===== config.mk =====
export PLATFORM = sky130hd
export DESIGN_NAME = mem_arbiter
export DESIGN_NICKNAME = d
export VERILOG_FILES = /design/src/rtl/mem_arbiter.sv
export SDC_FILE = /design/constraint.sdc
export NUM_CORES = 1
export LEC_CHECK = 0
export ABC_AREA = 0
export BUFFER_PORTS_ARGS = -buffer_cell sky130_fd_sc_hd__buf_2
export CAP_MARGIN = 40
export CORE_AREA = 5 5 533 535
export CTS_CLUSTER_SIZE = 30
export DETAILED_ROUTE_END_ITERATION = 12
export DIE_AREA = 0 0 538 540
export HOLD_SLACK_MARGIN = 0.1
export PLACE_DENSITY = 0.3
export SLEW_MARGIN = 40
export SYNTH_ARGS = -nofsm -noshare
export SYNTH_HDL_FRONTEND = slang
export SYNTH_SLANG_ARGS = --single-unit

===== constraint.sdc =====
create_clock -name clk_i -period 1.65 [get_ports clk_i]
set_input_delay 0.0825 -clock clk_i [delete_from_list [all_inputs] [get_ports clk_i]]
set_output_delay 0.0825 -clock clk_i [all_outputs]
set_load 0.005 [all_outputs]

===== src/rtl/mem_arbiter.sv =====
// mem_arbiter: shares one block memory between the D-cache (port 0) and I-cache (port 1).
// Define MEM_ARB_TIMEOUT_EN to abort grants whose memory ack never arrives.
module mem_arbiter #(
  parameter int ADDR_WIDTH = 32,
  parameter int DATA_WIDTH = 256,
  parameter int MAX_WAIT   = 4,
  parameter int TIMEOUT    = 64
) (
  input  logic                  clk_i,
  input  logic                  rst_i,
  input  logic                  req0_i,
  input  logic [ADDR_WIDTH-1:0] addr0_i,
  input  logic                  we0_i,
  input  logic [DATA_WIDTH-1:0] wdata0_i,
  output logic                  ack0_o,
  input  logic                  req1_i,
  input  logic [ADDR_WIDTH-1:0] addr1_i,
  input  logic                  we1_i,
  input  logic [DATA_WIDTH-1:0] wdata1_i,
  output logic                  ack1_o,
  output logic [DATA_WIDTH-1:0] rdata_o,
  output logic                  mem_req_o,
  output logic [ADDR_WIDTH-1:0] mem_addr_o,
  output logic                  mem_we_o,
  output logic [DATA_WIDTH-1:0] mem_wdata_o,
  input  logic                  mem_ack_i,
  input  logic [DATA_WIDTH-1:0] mem_rdata_i,
  output logic                  busy_o,
  output logic                  error_o
);

  localparam int WW =
    (MAX_WAIT < 1) ? 1 : $clog2(MAX_WAIT + 1);
  localparam logic [WW-1:0] WMAX = WW'(MAX_WAIT);

  if (TIMEOUT < 1) begin : g_bad_timeout
    $error("mem_arbiter: TIMEOUT must be >= 1");
  end

  typedef enum logic [1:0] {
    IDLE   = 2'd0,
    GRANT0 = 2'd1,
    GRANT1 = 2'd2
  } state_t;

  state_t                r_state;
  logic [WW-1:0]         r_wait;
  logic                  r_ack0;
  logic                  r_ack1;
  logic                  r_req;
  logic                  r_busy;
  logic                  r_we;
  logic [ADDR_WIDTH-1:0] r_addr;
  logic [DATA_WIDTH-1:0] r_wdata;
  logic [DATA_WIDTH-1:0] r_rdata;

  logic          w_pick0;
  logic          w_pick1;
  logic          w_done;
  logic          w_tmo;
  logic [WW-1:0] w_wait_inc;

  // Port 1 overrides port 0 only once it has lost MAX_WAIT times.
  assign w_pick1 = req1_i &
    (!req0_i | (r_wait >= WMAX));
  assign w_pick0 = req0_i & !w_pick1;
  assign w_done  = mem_ack_i | w_tmo;

  assign w_wait_inc = (r_wait >= WMAX) ?
    WMAX : r_wait + WW'(1);

`ifdef MEM_ARB_TIMEOUT_EN
  localparam int TW =
    (TIMEOUT < 2) ? 1 : $clog2(TIMEOUT);

  logic [TW-1:0] r_tcnt;
  logic          r_err;

  assign w_tmo = (r_state != IDLE) &&
    (r_tcnt == TW'(TIMEOUT - 1));

  always_ff @(posedge clk_i) begin
    if (!rst_i) begin
      r_tcnt <= '0;
      r_err  <= 1'b0;
    end else if (r_state == IDLE) begin
      r_tcnt <= '0;
    end else begin
      r_tcnt <= r_tcnt + TW'(1);
      if (w_tmo && !mem_ack_i)
        r_err <= 1'b1;
    end
  end

  assign error_o = r_err;
`else
  assign w_tmo   = 1'b0;
  assign error_o = 1'b0;
`endif

  always_ff @(posedge clk_i) begin
    if (!rst_i) begin
      r_state <= IDLE;
      r_wait  <= '0;
      r_ack0  <= 1'b0;
      r_ack1  <= 1'b0;
      r_req   <= 1'b0;
      r_busy  <= 1'b0;
      r_we    <= 1'b0;
      r_addr  <= '0;
      r_wdata <= '0;
      r_rdata <= '0;
    end else begin
      r_ack0 <= 1'b0;
      r_ack1 <= 1'b0;
      unique case (r_state)
        IDLE: begin
          if (w_pick0) begin
            r_state <= GRANT0;
            r_addr  <= addr0_i;
            r_we    <= we0_i;
            r_wdata <= wdata0_i;
            r_req   <= 1'b1;
            r_busy  <= 1'b1;
            if (req1_i)
              r_wait <= w_wait_inc;
          end else if (w_pick1) begin
            r_state <= GRANT1;
            r_addr  <= addr1_i;
            r_we    <= we1_i;
            r_wdata <= wdata1_i;
            r_req   <= 1'b1;
            r_busy  <= 1'b1;
            r_wait  <= '0;
          end
        end
        GRANT0, GRANT1: begin
          if (w_done) begin
            r_ack0  <= (r_state == GRANT0);
            r_ack1  <= (r_state == GRANT1);
            r_rdata <= mem_ack_i ?
              mem_rdata_i : '0;
            r_req   <= 1'b0;
            r_busy  <= 1'b0;
            r_state <= IDLE;
          end
        end
        default: r_state <= IDLE;
      endcase
    end
  end

  assign ack0_o      = r_ack0;
  assign ack1_o      = r_ack1;
  assign rdata_o     = r_rdata;
  assign mem_req_o   = r_req;
  assign mem_addr_o  = r_addr;
  assign mem_we_o    = r_we;
  assign mem_wdata_o = r_wdata;
  assign busy_o      = r_busy;

endmodule


# Word level (Yosys, flattened, before mapping)
# Index checks and enable logic that the tools add are counted.
[word_totals] input_bits=839 out_inout_bits=550 ff_bits=553
[classes] n_lt_le_gt_ge=1 bitwise=3 n_reduce_logical=12 n_addsub=1 mux=18 eq_ne=5
[op_table] cell="$mux W256" n=2
[op_table] cell="$mux W32" n=2
[op_table] cell="$mux W3" n=4
[op_table] cell="$reduce_and A3 Y1" n=3
[op_table] cell="$mux W2" n=3
[op_table] cell="$reduce_and A2 Y1" n=3
[op_table] cell="$mux W1" n=5
[op_table] cell="$ne A2 B2 Y1 const B" n=2
[op_table] cell="$pmux W2 S2" n=1
[op_table] cell="$reduce_bool A2 Y1" n=2
[op_table] cell="$add A3 B1 Y3 const B" n=1
[op_table] cell="$ge A3 B3 Y1 const B" n=1
[op_table] cell="$ne A3 B3 Y1 const B" n=1
[op_table] cell="$and A1 B1 Y1" n=2
[op_table] cell="$eq A2 B1 Y1 const B" n=1
[op_table] cell="$eq A2 B2 Y1 const B" n=1
[op_table] cell="$logic_not A1 Y1" n=2
[op_table] cell="$logic_not A2 Y1" n=1
[op_table] cell="$pmux W1 S2" n=1
[op_table] cell="$reduce_or A2 Y1" n=1
[op_table] cell="$or A1 B1 Y1" n=1

# Depth between registers and ports, before layout
# Gate-level depths: netlist of the first run.
[depth] depth_word=7 depth_mapped=8 ltp_nobuf=5

# Worst setup path before layout of the first run
# OpenSTA, ideal clock, no wires.
[synth_path] path_kind="register -> register" from="register r_state[0]" to="register r_ack0 (netlist: ack0_o)" path_slack_ns=0.107 path_stages_with_launch=8 arrival_ns=1.428 cell_sequence="dfxtp_1 inv_1 ha_1 and2_1 buf_2 buf_4 buf_2 and3_1"
[synth_via] elab_chain_cells=3 elab_cells_between_ends=4 classes_between="eq/ne: 2; reduce/logical: 2"
[synth_rtl] element="start, declared" line_no="46" rtl="state_t r_state;"
[synth_rtl] element="start signal, assigned" line_no="103" rtl="r_state <= IDLE;"
[synth_rtl] element="start signal, assigned" line_no="119" rtl="r_state <= GRANT0;"
[synth_rtl] element="start signal, assigned" line_no="128" rtl="r_state <= GRANT1;"
[synth_rtl] element="$eq A2 B1 Y1 or $eq A2 B2 Y1 (tied branches)" line_no="116, 139"
[synth_rtl] element="$reduce_or A2 Y1" line_no="116" rtl="unique case (r_state)"
[synth_rtl] element="$reduce_and A3 Y1 (no line)"
[synth_rtl] element="end signal, assigned" line_no="139" rtl="r_ack0 <= (r_state == GRANT0);"
[synth_rtl] element="end, declared" line_no="48" rtl="logic r_ack0;"
# Parallel ways exist; a longest one is shown, timed or not.
# A chain may end at the register's enable or synchronous reset.

# Final worst setup path of the first run
[layout_path] from="register r_state[0]" to="register r_wdata[95] (netlist: mem_wdata_o[95])"
[layout_via] elab_chain_cells=2
[layout_rtl] element="$logic_not A2 Y1" line_no="116"
[layout_rtl] element="$reduce_and A2 Y1 (no line)"
[layout_rtl] element="end signal, assigned" line_no="122" rtl="r_wdata <= wdata0_i;"
[layout_rtl] element="end signal, assigned" line_no="131" rtl="r_wdata <= wdata1_i;"
[layout_rtl] element="end, declared" line_no="54" rtl="logic [DATA_WIDTH-1:0] r_wdata;"
# No other way between the ends.

==> results.md, run 1 <==
Detailed routing:
- In the routed design, unresolved DRC markers number 0.
- Before antenna repair, the detailed router went through 5 iterations.
- The routed length per instance is 22.1 um.
- In this run the remaining antenna-violating nets after routing total 0.
- The mean number of vias per cell is 3.45.
- The total routed wirelength is 209000 um.
- The number of design-rule violations left by the first detailed-router iteration is 1708.
- The total vias in the final route is 32473.

Synth:
- By area the synthesized netlist is led by dfxtp_1 50%, nand2_1 19%, a21boi_0 8.8%.
- The synthesis warning total is 0.
- Each instance of the synthesized netlist takes up on average 7.92 um2.
- The biggest area contributor in the post-synthesis netlist is dfxtp_1.
- The dominant register cell in the synthesized netlist is dfxtp_1.
- For this run, the register share of the synthesized area comes to 0.505.
- The gate count of the mapped netlist is 2769.
- The adder-cell share of the synthesized area is 0.00285.
- Of the post-synthesis cell area, the dominant cell type holds 0.505.
- The post-synthesis compound-gate area fraction came to 0.240.
- Counting flops with an async set or reset pin after synthesis yields a share of 0.
- The xor-xnor portion of the synthesized cell area is 0.
- The combinational family with the most area after synthesis is compound AO/OA/AOI/OAI gates.
- After synthesis, the share of cell area in mux cells is 0.
- The post-synthesis net count is 3613.
- The number of flops mapped to enable cells by yosys is 0.
- The number of flip-flops and latches in the synthesized netlist is 553.
- The synthesized cell area is 21900 um2.
- In this run, distinct cell masters in the synthesized netlist total 25.
- Of the total synthesized cell area, the portion taken by AND, OR, NAND and NOR gates is 0.190.

Power:
- Of the total power, registers draw 0.335.
- The power density over the cells is 875 nW/um2.
- Of the total power, the clock network draws 0.369.
- The analysis attributes to cell leakage a power of 23.1 nW.
- Of the total power, the share spent switching nets is 0.318.
- The analysis attributes to net switching a power of 0.0150 W.
- Summing internal, switching and leakage power gives 0.0473 W.
- Of the total power, combinational logic draws 0.295.
- IR analysis of the VDD net gives a maximum drop of 0.000584 V.
- The internal power of the cells totals 0.0322 W.

Die:
- The starting utilization of the core area is 0.0788.
- The total area inside the core boundary comes to 278000 um2.
- The number of top-level design ports is 1389.
- The die is 538 um wide.
- The number of standard-cell rows in the floorplan is 194.
- The die area is 291000 um2.
- The die height is 540 um.

Layout:
- After filler insertion, the fill cell instance count of the layout stands at 31381.
- The fraction of the core area covered by cells at the end of the flow is 0.194.
- The final net count is 6449.
- The fraction of layout cells with a size suffix above 1 is 0.359.
- From synthesis to final layout, the design area changed by 146%.
- For this run, the number of standard cells in the final layout without fillers is 9422.

Status:
- The final reports fail on setup timing.
- The run finished, with violations left.

Run:
- The count of maximum capacitance violations is 0.

Global route:
- The aggregate global routing overflow is 0.
- The first global-routing pass estimated 267000 um of wire.
- The pin count of the biggest net entering global routing is 70.
- The initial antenna violation count is 93.
- The aggregate global-route resource usage is 0.130.
- The number of global-route vias before repair is 32690.

CTS:
- Clock tree synthesis found a total of 553 sinks.
- The register clock-pin slew on the reported worst setup and hold paths is 0.06 ns.
- The clock buffer count from CTS is 81.
- Counting along the longest clock path gives a buffer depth of 4.
- For the worst-skew pair, the clock arrives at the later sink with an insertion delay of 0.76 ns.
- TritonCTS built the clock tree.
- CTS built an H-tree with a depth of 3.
- CTS placed an instance of clkbuf_16 at the clock tree root.

Placed design:
- The cell total after placement is 7756.
- The detailed placer's ending HPWL is 159000 um.
- The congestion estimate from routability-driven global placement came to 0.876.
- The count of input and output buffers is 1387.
- At the placement stage, the worst setup path has a slack of -0.275 ns.

Timing:
- Timing would allow up to 560 MHz.
- The number of pins with negative max-slew slack in the final report is 0.
- The final period demand of the worst path is 1.79 ns.
- Setup repair after global routing could not meet its margin everywhere.
- Setup violations remaining at the end of the flow were counted as 352.
- In the finished design, the share of the clock period the worst path needs comes to 1.08.
- Clock skew on the completed layout was measured at 0.0378 ns.
- The smallest setup slack after layout is -0.137 ns.
- The number of hold violations in the final report is 0.

Setup path:
- The worst setup path is launched from a flop.
- The worst setup path is captured at a flop.
- For flop-to-flop paths, the worst setup slack is -0.14 ns.
- The maximum fanout encountered on the critical timing path is 8.
- The arrival time at the worst endpoint is 2.41 ns.
- Tracing the worst setup path back leads to its startpoint at r_state[0]$_SDFFE_PN0P_.
- STA puts the critical path data required time at 2.28 ns.
- The worst register-to-register path begins at r_state[0]$_SDFFE_PN0P_.
- The setup path with the least slack is of type flop to flop.

Min path:
- The path class of the tightest hold or removal check is primary input to flop.
- In this run the most critical hold path is launched from wdata0_i[65].
[final cells by class]
type	instances	area [um2]	area share
clock buffer	113	2320	0.0429
clock inverter	24	264	0.00489
inverter	5	18.8	0.000347
tap	3724	4660	0.0862
sequential	553	11100	0.205
antenna	39	97.6	0.00181
timing repair buffer	3003	24800	0.459
multi-input combinational	1961	10800	0.200
[final timing paths]
check                                 end  depth (start not counted)
max          mem_wdata_o[95]$_SDFFE_PN0P_                          9
min          mem_wdata_o[65]$_SDFFE_PN0P_                          4
max reg2reg  mem_wdata_o[95]$_SDFFE_PN0P_                          9
min reg2reg      rdata_o[55]$_SDFFE_PN0P_                          2
[sequential cells by signal, indices dropped and copies added (netlist names)]
signal       count
busy_o           1
r_state          2
ack0_o           1
mem_addr_o      32
rdata_o        256
mem_wdata_o    256
r_wait           3
mem_we_o         1
ack1_o           1
[cells by family (layout without fill, tap and decap cells)]
group,count (synthesis),after routing
AO/OA/AOI/OAI,847,847
adder cells (fa/ha/maj),5,5
buffers and inverters,255,3145
flip-flops,553,553
other,1,40
AND/OR/NAND/NOR,1108,1108
[power groups by stage]
stage	combinational [W]	clock, W	sequential [W]
floorplan	0.00307	0	0.0158
global placement	0.00817	0	0.0160
detailed placement	0.00818	0	0.0160
CTS	0.0119	0.0182	0.0157
global route	0.0150	0.0187	0.0160
finish	0.0140	0.0175	0.0159
[cells in the final DEF, fill, tap and decap left out, types with 2 or more instances in the layout]
master and instances:
clkbuf_1 15, ha_1 4, clkbuf_8 17, o22ai_1 2, bufinv_16 3, clkinv_8 3
inv_1 3, nand4_1 2, dfxtp_1 549, nor2_1 3, a31oi_1 274, nand2_4 47
nand2_2 83, nand2_1 968, buf_12 58, a21boi_1 122, clkinv_4 2, clkinv_2 14
dfxtp_2 4, a21boi_2 52, o21ai_1 48, and3_1 2, clkbuf_16 121, a21boi_0 84
o21ai_4 3, a31oi_2 4, o21ai_0 171, dlygate4sd3_1 1376, buf_8 11, buf_2 1386
inv_2 2, diode_2 39, buf_4 76, buf_16 32, o21ai_2 70, a31oi_4 12
buf_6 23
[Yosys cell counts, types with 2 or more instances]
library cell and count:
buf_6 23, buf_4 18, ha_1 5, a21boi_0 258, a31oi_1 290, buf_2 119
clkbuf_1 86, buf_1 4, inv_1 5, nand2_1 1098, o22ai_1 2, dfxtp_1 553
nand4_1 2, and3_1 2, nor2_1 3, o21ai_0 292
[per-stage QoR]
step | TNS, ns | cell area (um2) | hold WS [ns]
2_1_floorplan | 0 | 21900 | 0.227
3_3_place_gp | -40.06 | 33600 | 0.335
3_5_place_dp | -37.16 | 33600 | 0.342
4_1_cts | -22.72 | 51100 | -0.342
5_1_grt | -78.94 | 54000 | 0.130
6_report | -23.12 | 54000 | 0.188
[routing by layer]
layer  vias up  share of wire  GRT usage
met2      1493           0.48      0.229
met3       319          0.083     0.0385
met5         -         0.0013          0
met4        40          0.048     0.0498
li1      15117              -          -
met1     15504           0.39      0.147
[worst max-delay path, cell delays in order (launching register included)]
cell,delay [ns]
dfxtp_2,0.33
inv_2,0.05
ha_4,0.16
o21a_4,0.14
buf_12,0.14
clkbuf_16,0.21
buf_16,0.18
buf_16,0.14
o21ai_0,0.18
a31oi_1,0.08
[repair_timing]
action                      CTS  global route
hold endpoints to repair    553            51
setup endpoints to repair   546           539
pin swaps                   118           147
cloned                       19            49
hold buffers               1375             1
setup buffers                15            33
gates resized for setup     262           486
No activity file was read; power rests on OpenSTA's default activity.
==> inputs of run 2 (changes only) <==
Settings changed: CORE_AREA 5 5 533 535 to 5 5 542 544, DIE_AREA 0 0 538 540 to 0 0 547 549.
Clock period 1.65 ns to 1.69 ns, I/O delays scaled along.
==> run 2 against run 1 <==
The run still ends with setup timing left. Global-route usage decreased by 0.53 points. Flip-flop and latch count unchanged. Sequential power decreased by 4%. Clock power decreased by 3%. Via count decreased by 2.6%. Largest power group unchanged.
==> results.md, run 2 (synthesized netlist as in run 1, its figures left out) <==
Setup path:
- The required arrival time at the worst endpoint is 2.31 ns (was 2.28 ns).
- The type of the worst setup path is flop to flop (unchanged).
- The launch point of the worst reg-to-reg path is r_state[1]$_SDFFE_PN0P_ (was r_state[0]$_SDFFE_PN0P_).
- The length in cells of the worst reg-to-reg path is 7 (was 9).
- The kind of launch point of the worst setup path is a flop (unchanged).
- The maximum fanout encountered on the critical timing path is 23 (was 8).
- The capturing point of the worst reg2reg path was mem_wdata_o[53]$_SDFFE_PN0P_ (was mem_wdata_o[95]$_SDFFE_PN0P_).
- The type of element capturing the critical path is a flop (unchanged).
- The worst-case register-to-register setup slack came to -0.09 ns (was -0.14 ns).
- The arrival time at the worst endpoint is 2.40 ns (was 2.41 ns).

CTS:
- The CTS tree is built (unchanged).
- The total clock sinks is 553 (unchanged).
- The H-tree depth is 3 (unchanged).
- The clock tree buffer depth is 4 (unchanged).
- The latest clock arrival within the worst-skew pair is 0.77 ns (was 0.76 ns).
- The clock root buffer is clkbuf_16 (unchanged).
- The register clock-pin slew on the reported worst setup and hold paths is 0.06 ns (about the same).
- The clock buffer count from CTS is 82 (was 81).

Detailed routing:
- The number of design-rule violations left by the first detailed-router iteration came to 1798 (was 1708).
- The total vias in the final route is 31641 (was 32473).
- The mean number of vias per cell is 3.35 (was 3.45).
- The DRC violation count after routing is 0 (unchanged).
- The final antenna-violating net count is 0 (unchanged).
- The routed length per instance was 21.1 um (was 22.1 um).
- The total routed wirelength came to 199000 um (was 209000 um).
- The total iterations of the first detailed-routing run is 6 (was 5).

Timing:
- The number of hold violations in the final report is 0 (unchanged).
- The share of the clock period used by the worst path is 1.05 (was 1.08).
- The worst hold margin came to 0.181 ns (was 0.188 ns).
- The smallest setup slack after layout was -0.0903 ns (was -0.137 ns).
- Unrepaired setup endpoints after global routing: true (unchanged).
- The worst slew margin relative to its limit is 0.659.
- At the pin with the least slew margin, the transition time is 0.512 ns.
- The total of endpoints with negative setup slack in the final report is 88 (was 352).
- The number of pins with negative max-slew slack in the final report is 0 (unchanged).
- The maximum clock skew at final layout is 0.0415 ns (was 0.0378 ns).
- The final period demand of the worst path is 1.78 ns (was 1.79 ns).
- The top achievable clock speed is 562 MHz (was 560 MHz).

Die:
- The x dimension of the die came to 547 um (was 538 um).
- The die height is 549 um (was 540 um).
- The core area is 289000 um2 (was 278000 um2).
- The number of top-level design ports came to 1389 (unchanged).
- The starting utilization of the core area is 0.0758 (was 0.0788).
- The die area came to 300000 um2 (was 291000 um2).
- The number of standard-cell rows in the floorplan came to 198 (was 194).

Global route:
- The global-route wire length before repair is 265000 um (was 267000 um).
- The pin count of the biggest net entering global routing is 58 (was 70).
- The aggregate global-route resource usage is 0.125 (was 0.130).
- The aggregate global routing overflow came to 0 (unchanged).
- The layer with the highest usage after global routing is met2 (unchanged).
- The met3 track demand over resource is 0.0410 (was 0.0385).
- The met1 usage is 0.143 (was 0.147).
- The number of global-route vias before repair is 32805 (was 32690).
- The initial antenna violation count is 86 (was 93).
- The met2 track utilization from global routing came to 0.221 (was 0.229).

Layout:
- The number of inserted filler cells in the final layout was 32814 (was 31381).
- The footprint of the multi-input gates is 9650 um2 (was 10800 um2).
- The sequential cell area is 11100 um2 (about the same).
- Leading cell types in the layout, fill and taps excluded: 1382 x dlygate4sd3_1, 1375 x buf_2, 1087 x nand2_1 (was 1386 x buf_2, 1376 x dlygate4sd3_1, 968 x nand2_1).
- The area overhead of the layout relative to synthesis is 134% (was 146%).
- The most common library cell in the layout ignoring fill and taps is dlygate4sd3_1 (was buf_2).
- The design area is 51400 um2 (was 54000 um2).
- The fraction of layout cells with a size suffix above 1 is 0.307 (was 0.359).
- The final net count is 6391 (was 6449).

Placed design:
- The detailed placer's ending HPWL is 161000 um (was 159000 um).
- The count of input and output buffers is 1387 (unchanged).
- The cell area after placement came to 34000 um2 (was 33600 um2).
- The minimum setup slack after placement is -0.146 ns (was -0.275 ns).
- The routability congestion estimate is 0.945 (was 0.876).

Power:
- The internal power of the cells was 0.0300 W (was 0.0322 W).
- The fraction of power consumed by the clock network is 0.387 (was 0.369).
- The combinational share of power is 0.262 (was 0.295).
- The part of the total power dissipated in sequential elements came to 0.351 (was 0.335).
- The share of total power consumed by net switching is 0.311 (was 0.318).
- The worst supply voltage drop on vdd is 0.000609 V (was 0.000584 V).
- The power dissipated by switching net loads is 0.0136 W (was 0.0150 W).
- The static power due to leakage came to 22.0 nW (was 23.1 nW).
- The power density over the cells came to 848 nW/um2 (was 875 nW/um2).

Status:
- Result of the run: finished with violations (unchanged).
- Violated checks: setup timing (unchanged).

Min path:
- The worst hold path startpoint is mem_rdata_i[66] (was wdata0_i[65]).
- The capture endpoint of the worst hold path was rdata_o[66]$_SDFFE_PN0P_ (was mem_wdata_o[65]$_SDFFE_PN0P_).
- The worst hold-check path type was primary input to flop (unchanged).
- The cell depth of the worst min-delay path came to 4 (unchanged).

Run:
- The count of maximum capacitance violations is 0 (unchanged).
-- run 2: changes by cell type in the layout (fill, tap and decap cells not counted), sizes merged --
cell,change
bufinv,-3
dlygate4sd3,+6
clkbuf,-23
clkinv,-7
inv,+2
bufbuf,+2
buf,-34
diode,-4
-- run 2: repair_timing --
item                                    in CTS  in global routing
gates resized for setup                    108                125
pin swaps                                    1                  8
hold buffers                              1380                  2
setup buffers                                9                  3
endpoints found under the setup margin     422                456
cloned                                       9                  7
hold endpoints to repair                   553                 12
-- run 2: metal layers --
metal,vias to the layer above,wire [um]
met2,1392,97000
met3,285,17500
met5,-,276
met4,50,5860
li1,14961,-
met1,14953,78000
-- run 2: critical path, cell delays in order, from the launching register on --
cell and delay (ns):
dfxtp_2 0.33, inv_2 0.05, ha_4 0.16, o21a_4 0.12
buf_16 0.16, bufbuf_16 0.40, o21ai_0 0.17, a31oi_1 0.05
-- run 2: final cells by class --
type | instances | area share
inverters | 5 | 0.000365
flip-flops and latches | 553 | 0.215
diodes | 35 | 0.00170
repair buffers | 2944 | 0.452
multi-input cells | 1961 | 0.188
well taps | 3800 | 0.0925
clock inverters | 16 | 0.00309
clock buffers | 123 | 0.0470
-- run 2: worst max-delay path by stage --
stage / from / endpoint / slack [ns] / cells after the start
2_1_floorplan: r_state[0]$_SDFFE_PN0P_ / ack0_o$_SDFF_PN0_ / 0.15 / 7
3_3_place_gp: r_state[0]$_SDFFE_PN0P_ / rdata_o[30]$_SDFFE_PN0P_ / -0.16 / 7
3_5_place_dp: r_state[0]$_SDFFE_PN0P_ / rdata_o[30]$_SDFFE_PN0P_ / -0.15 / 7
4_1_cts: r_state[0]$_SDFFE_PN0P_ / rdata_o[57]$_SDFFE_PN0P_ / -0.04 / 9
5_1_grt: r_state[1]$_SDFFE_PN0P_ / mem_wdata_o[164]$_SDFFE_PN0P_ / -0.13 / 8
6_report: r_state[1]$_SDFFE_PN0P_ / mem_wdata_o[53]$_SDFFE_PN0P_ / -0.09 / 7
-- run 2: per-stage QoR --
stage | setup TNS (ns) | total power (W) | utilization | instances
after global placement | -14.27 | 0.0237 | 0.117 | 7855
after global routing | -19.94 | 0.0459 | 0.178 | 9422
after CTS | -0.771 | 0.0444 | 0.176 | 9392
after floorplan | 0 | 0.0184 | - | 2769
after detailed placement | -14.93 | 0.0237 | 0.117 | 7855
final | -1.93 | 0.0436 | 0.178 | 9437
-- run 2: power by group through the flow --
stage / logic, W / clock network (W) / registers [W]
after floorplan: 0.00300 / 0 / 0.0154
after global placement: 0.00812 / 0 / 0.0155
after detailed placement: 0.00815 / 0 / 0.0155
after CTS: 0.0114 / 0.0177 / 0.0153
after global routing: 0.0124 / 0.0181 / 0.0154
final: 0.0114 / 0.0169 / 0.0153
==> inputs of run 3 (changes only) <==
Settings changed: CORE_AREA 5 5 542 544 to 2 2 536 538, DIE_AREA 0 0 547 549 to 0 0 538 540, REMOVE_ABC_BUFFERS from default to 1.
==> run 3 against run 2 <==
The run still ends with setup timing left. Clock skew decreased by 0.0033 ns. Worst hold slack got worse by 0.0050 ns. Count of clock-buffer cells in the layout increased by 6. Total power increased by 3.4%. Sequential power about the same. Non-clock buffer count increased by 57. Clock power about the same. Register-to-register slack about the same. Utilization increased by 0.76 points. Cell area increased by 2.6%. First-iteration DRC count decreased by 15%. Maximum frequency increased by 0.76%. Largest power group unchanged.
==> results.md, run 3 (synthesized netlist as in run 1, its figures left out) <==
Status:
- Result of the run: finished with violations (unchanged).
- Violated checks: setup timing (unchanged).

Die:
- The die area came to 291000 um2 (was 300000 um2).
- The x dimension of the die came to 538 um (was 547 um).
- The starting utilization of the core area was 0.0771 (was 0.0758).
- The die height is 540 um (was 549 um).
- The number of standard-cell rows in the floorplan was 196 (was 198).
- The number of top-level design ports is 1389 (unchanged).
- The core area came to 284000 um2 (was 289000 um2).

Min path:
- The worst hold-check path type is primary input to flop (unchanged).

CTS:
- The clock buffer count from CTS was 84 (was 82).
- The clock root buffer is clkbuf_16 (unchanged).
- The total clock sinks came to 553 (unchanged).
- The clock tree buffer depth is 4 (unchanged).
- The H-tree depth is 3 (unchanged).
- The latest clock arrival within the worst-skew pair is 0.77 ns (about the same).
- The register clock-pin slew on the reported worst setup and hold paths is 0.06 ns (about the same).
- The CTS tree is built (unchanged).

Power:
- The static power due to leakage is 22.7 nW (was 22.0 nW).
- The power density over the cells is 855 nW/um2 (was 848 nW/um2).
- The worst supply voltage drop on vdd is 0.000557 V (was 0.000609 V).
- The overall power of the completed layout came to 0.0451 W (was 0.0436 W).

Layout:
- The fraction of the core area covered by cells at the end of the flow is 0.185 (was 0.178).
- The area overhead of the layout relative to synthesis is 140% (was 134%).
- The design area is 52700 um2 (was 51400 um2).
- The final net count is 6451 (was 6391).
- Leading cell types in the layout, fill and taps excluded: 1386 x buf_2, 1364 x dlygate4sd3_1, 1088 x nand2_1 (was 1382 x dlygate4sd3_1, 1375 x buf_2, 1087 x nand2_1).
- The fraction of layout cells with a size suffix above 1 is 0.318 (was 0.307).
- The most common library cell in the layout ignoring fill and taps is buf_2 (was dlygate4sd3_1).

Placed design:
- The routability congestion estimate is 0.875 (was 0.945).
- The detailed placer's ending HPWL is 137000 um (was 161000 um).
- The cell area after placement is 34100 um2 (was 34000 um2).
- The count of input and output buffers is 1387 (unchanged).

Setup path:
- The most repeated library cell on the critical path is buf_12.
- The required arrival time at the worst endpoint is 2.36 ns (was 2.31 ns).
- The type of element capturing the critical path is a flop (unchanged).
- The maximum fanout encountered on the critical timing path is 6 (was 23).
- The kind of launch point of the worst setup path is a flop (unchanged).
- The critical path's largest stage delay is 0.33 ns (was 0.40 ns).
- The slowest stage cell on the critical path is dfxtp_2 (was bufbuf_16).
- The worst-case register-to-register setup slack is -0.08 ns (was -0.09 ns).
- Chain of cells forming the critical path: inv_2, ha_4, o21a_4, buf_4, buf_12, buf_12, buf_16, clkbuf_16, a31oi_1 (was inv_2, ha_4, o21a_4, buf_16, bufbuf_16, o21ai_0, a31oi_1).
- The type of the worst setup path was flop to flop (unchanged).
- The arrival time at the worst endpoint is 2.43 ns (was 2.40 ns).

Detailed routing:
- The mean number of vias per cell was 3.39 (was 3.35).
- The final antenna-violating net count is 0 (unchanged).
- The wire length on met1 was 72100 um (was 78000 um).
- The total routed wirelength is 186000 um (was 199000 um).
- The total length of routed met3 wires is 13500 um (was 17500 um).
- The total vias in the final route came to 32007 (was 31641).
- The DRC violation count after routing is 0 (unchanged).
- The total iterations of the first detailed-routing run is 6 (unchanged).
- The routed length per instance is 19.7 um (was 21.1 um).
- The top metal layer carrying routed signals was met5 (unchanged).
- The number of design-rule violations left by the first detailed-router iteration is 1521 (was 1798).
- The sum of met2 wire segment lengths after detailed routing is 93500 um (was 97000 um).

Global route:
- The aggregate global-route resource usage came to 0.115 (was 0.125).
- The pin count of the biggest net entering global routing is 73 (was 58).
- The number of global-route vias before repair is 32465 (was 32805).
- The global-route wire length before repair is 240000 um (was 265000 um).
- The aggregate global routing overflow came to 0 (unchanged).
- The initial antenna violation count is 44 (was 86).

Timing:
- The number of hold violations in the final report came to 0 (unchanged).
- The smallest setup slack after layout is -0.0768 ns (was -0.0903 ns).
- Unrepaired setup endpoints after global routing: true (unchanged).
- The final period demand of the worst path is 1.77 ns (was 1.78 ns).
- The maximum clock skew at final layout is 0.0382 ns (was 0.0415 ns).
- The sum of negative setup slack is -0.885 ns (was -1.93 ns).
- The share of the clock period used by the worst path is 1.05 (about the same).
- The total of endpoints with negative setup slack in the final report is 33 (was 88).
- The number of pins with negative max-slew slack in the final report is 0 (unchanged).
- The top achievable clock speed was 566 MHz (was 562 MHz).

Run:
- The count of maximum capacitance violations came to 0 (unchanged).
-- run 3: cell types whose count changed in the layout (fill, tap and decap cells not counted), moves of 18 or more --
| cell | change |
|---|---|
| a21boi_1 | -35 |
| dlygate4sd3_1 | -18 |
| o21ai_1 | +40 |
| buf_12 | +19 |
| clkbuf_16 | +36 |
| a21boi_0 | +42 |
| o21ai_0 | -47 |
-- run 3: final cells by class --
cell class	instances	area, um2
Sequential cell	553	11100
Antenna cell	23	57.6
Fill cell	32032	232000
Clock inverter	16	154
Timing Repair Buffer	3001	24500
Inverter	5	18.8
Tap cell	3762	4710
Multi-Input combinational cell	1962	9760
Clock buffer	129	2430
-- run 3: routing by layer --
| layer | track usage | vias to the layer above |
|---|---|---|
| li1 | - | 15076 |
| met1 | 0.126 | 15270 |
| met2 | 0.210 | 1368 |
| met3 | 0.0313 | 271 |
| met4 | 0.0387 | 22 |
| met5 | 0 | - |
-- run 3: worst paths after layout --
kind / start / end / cells after the start
setup / recovery: r_state[1]$_SDFFE_PN0P_ / mem_wdata_o[231]$_SDFFE_PN0P_ / 9
hold / removal: mem_rdata_i[87] / rdata_o[87]$_SDFFE_PN0P_ / 4
setup reg to reg: r_state[1]$_SDFFE_PN0P_ / mem_wdata_o[231]$_SDFFE_PN0P_ / 9
hold reg to reg: rdata_o[105]$_SDFFE_PN0P_ / rdata_o[105]$_SDFFE_PN0P_ / 2
-- run 3: per-stage QoR --
stage                     worst slack (ns)  hold slack (ns)  instances
after floorplan                      -8.47            0.220       2519
after global placement              -0.203            0.337       7828
after detailed placement            -0.157            0.341       7828
after CTS                          -0.0261           -0.318       9354
after global routing                -0.119            0.140       9443
final                              -0.0768            0.176       9451
-- run 3: repair_timing --
item | in CTS | in global routing
setup endpoints to repair | 448 | 418
resized for setup | 81 | 191
hold buffers | 1363 | 1
setup buffers | 11 | 26
endpoints found under the hold margin | 553 | 9
gates cloned | 7 | 52
pin swaps | 1 | 2
-- run 3: report_power, final --
part / switching [W] / internal [W]
registers: 0.000802 / 0.0144
clock network: 0.00710 / 0.0100
logic: 0.00605 / 0.00665
-- run 3: worst max-delay path: cells and delay by family, from the launching register on --
| family | cells | cell delay (ns) |
|---|---|---|
| fa+ha+maj | 1 | 0.16 |
| flops | 1 | 0.33 |
| compound gates | 2 | 0.29 |
| buf+inv | 6 | 0.82 |
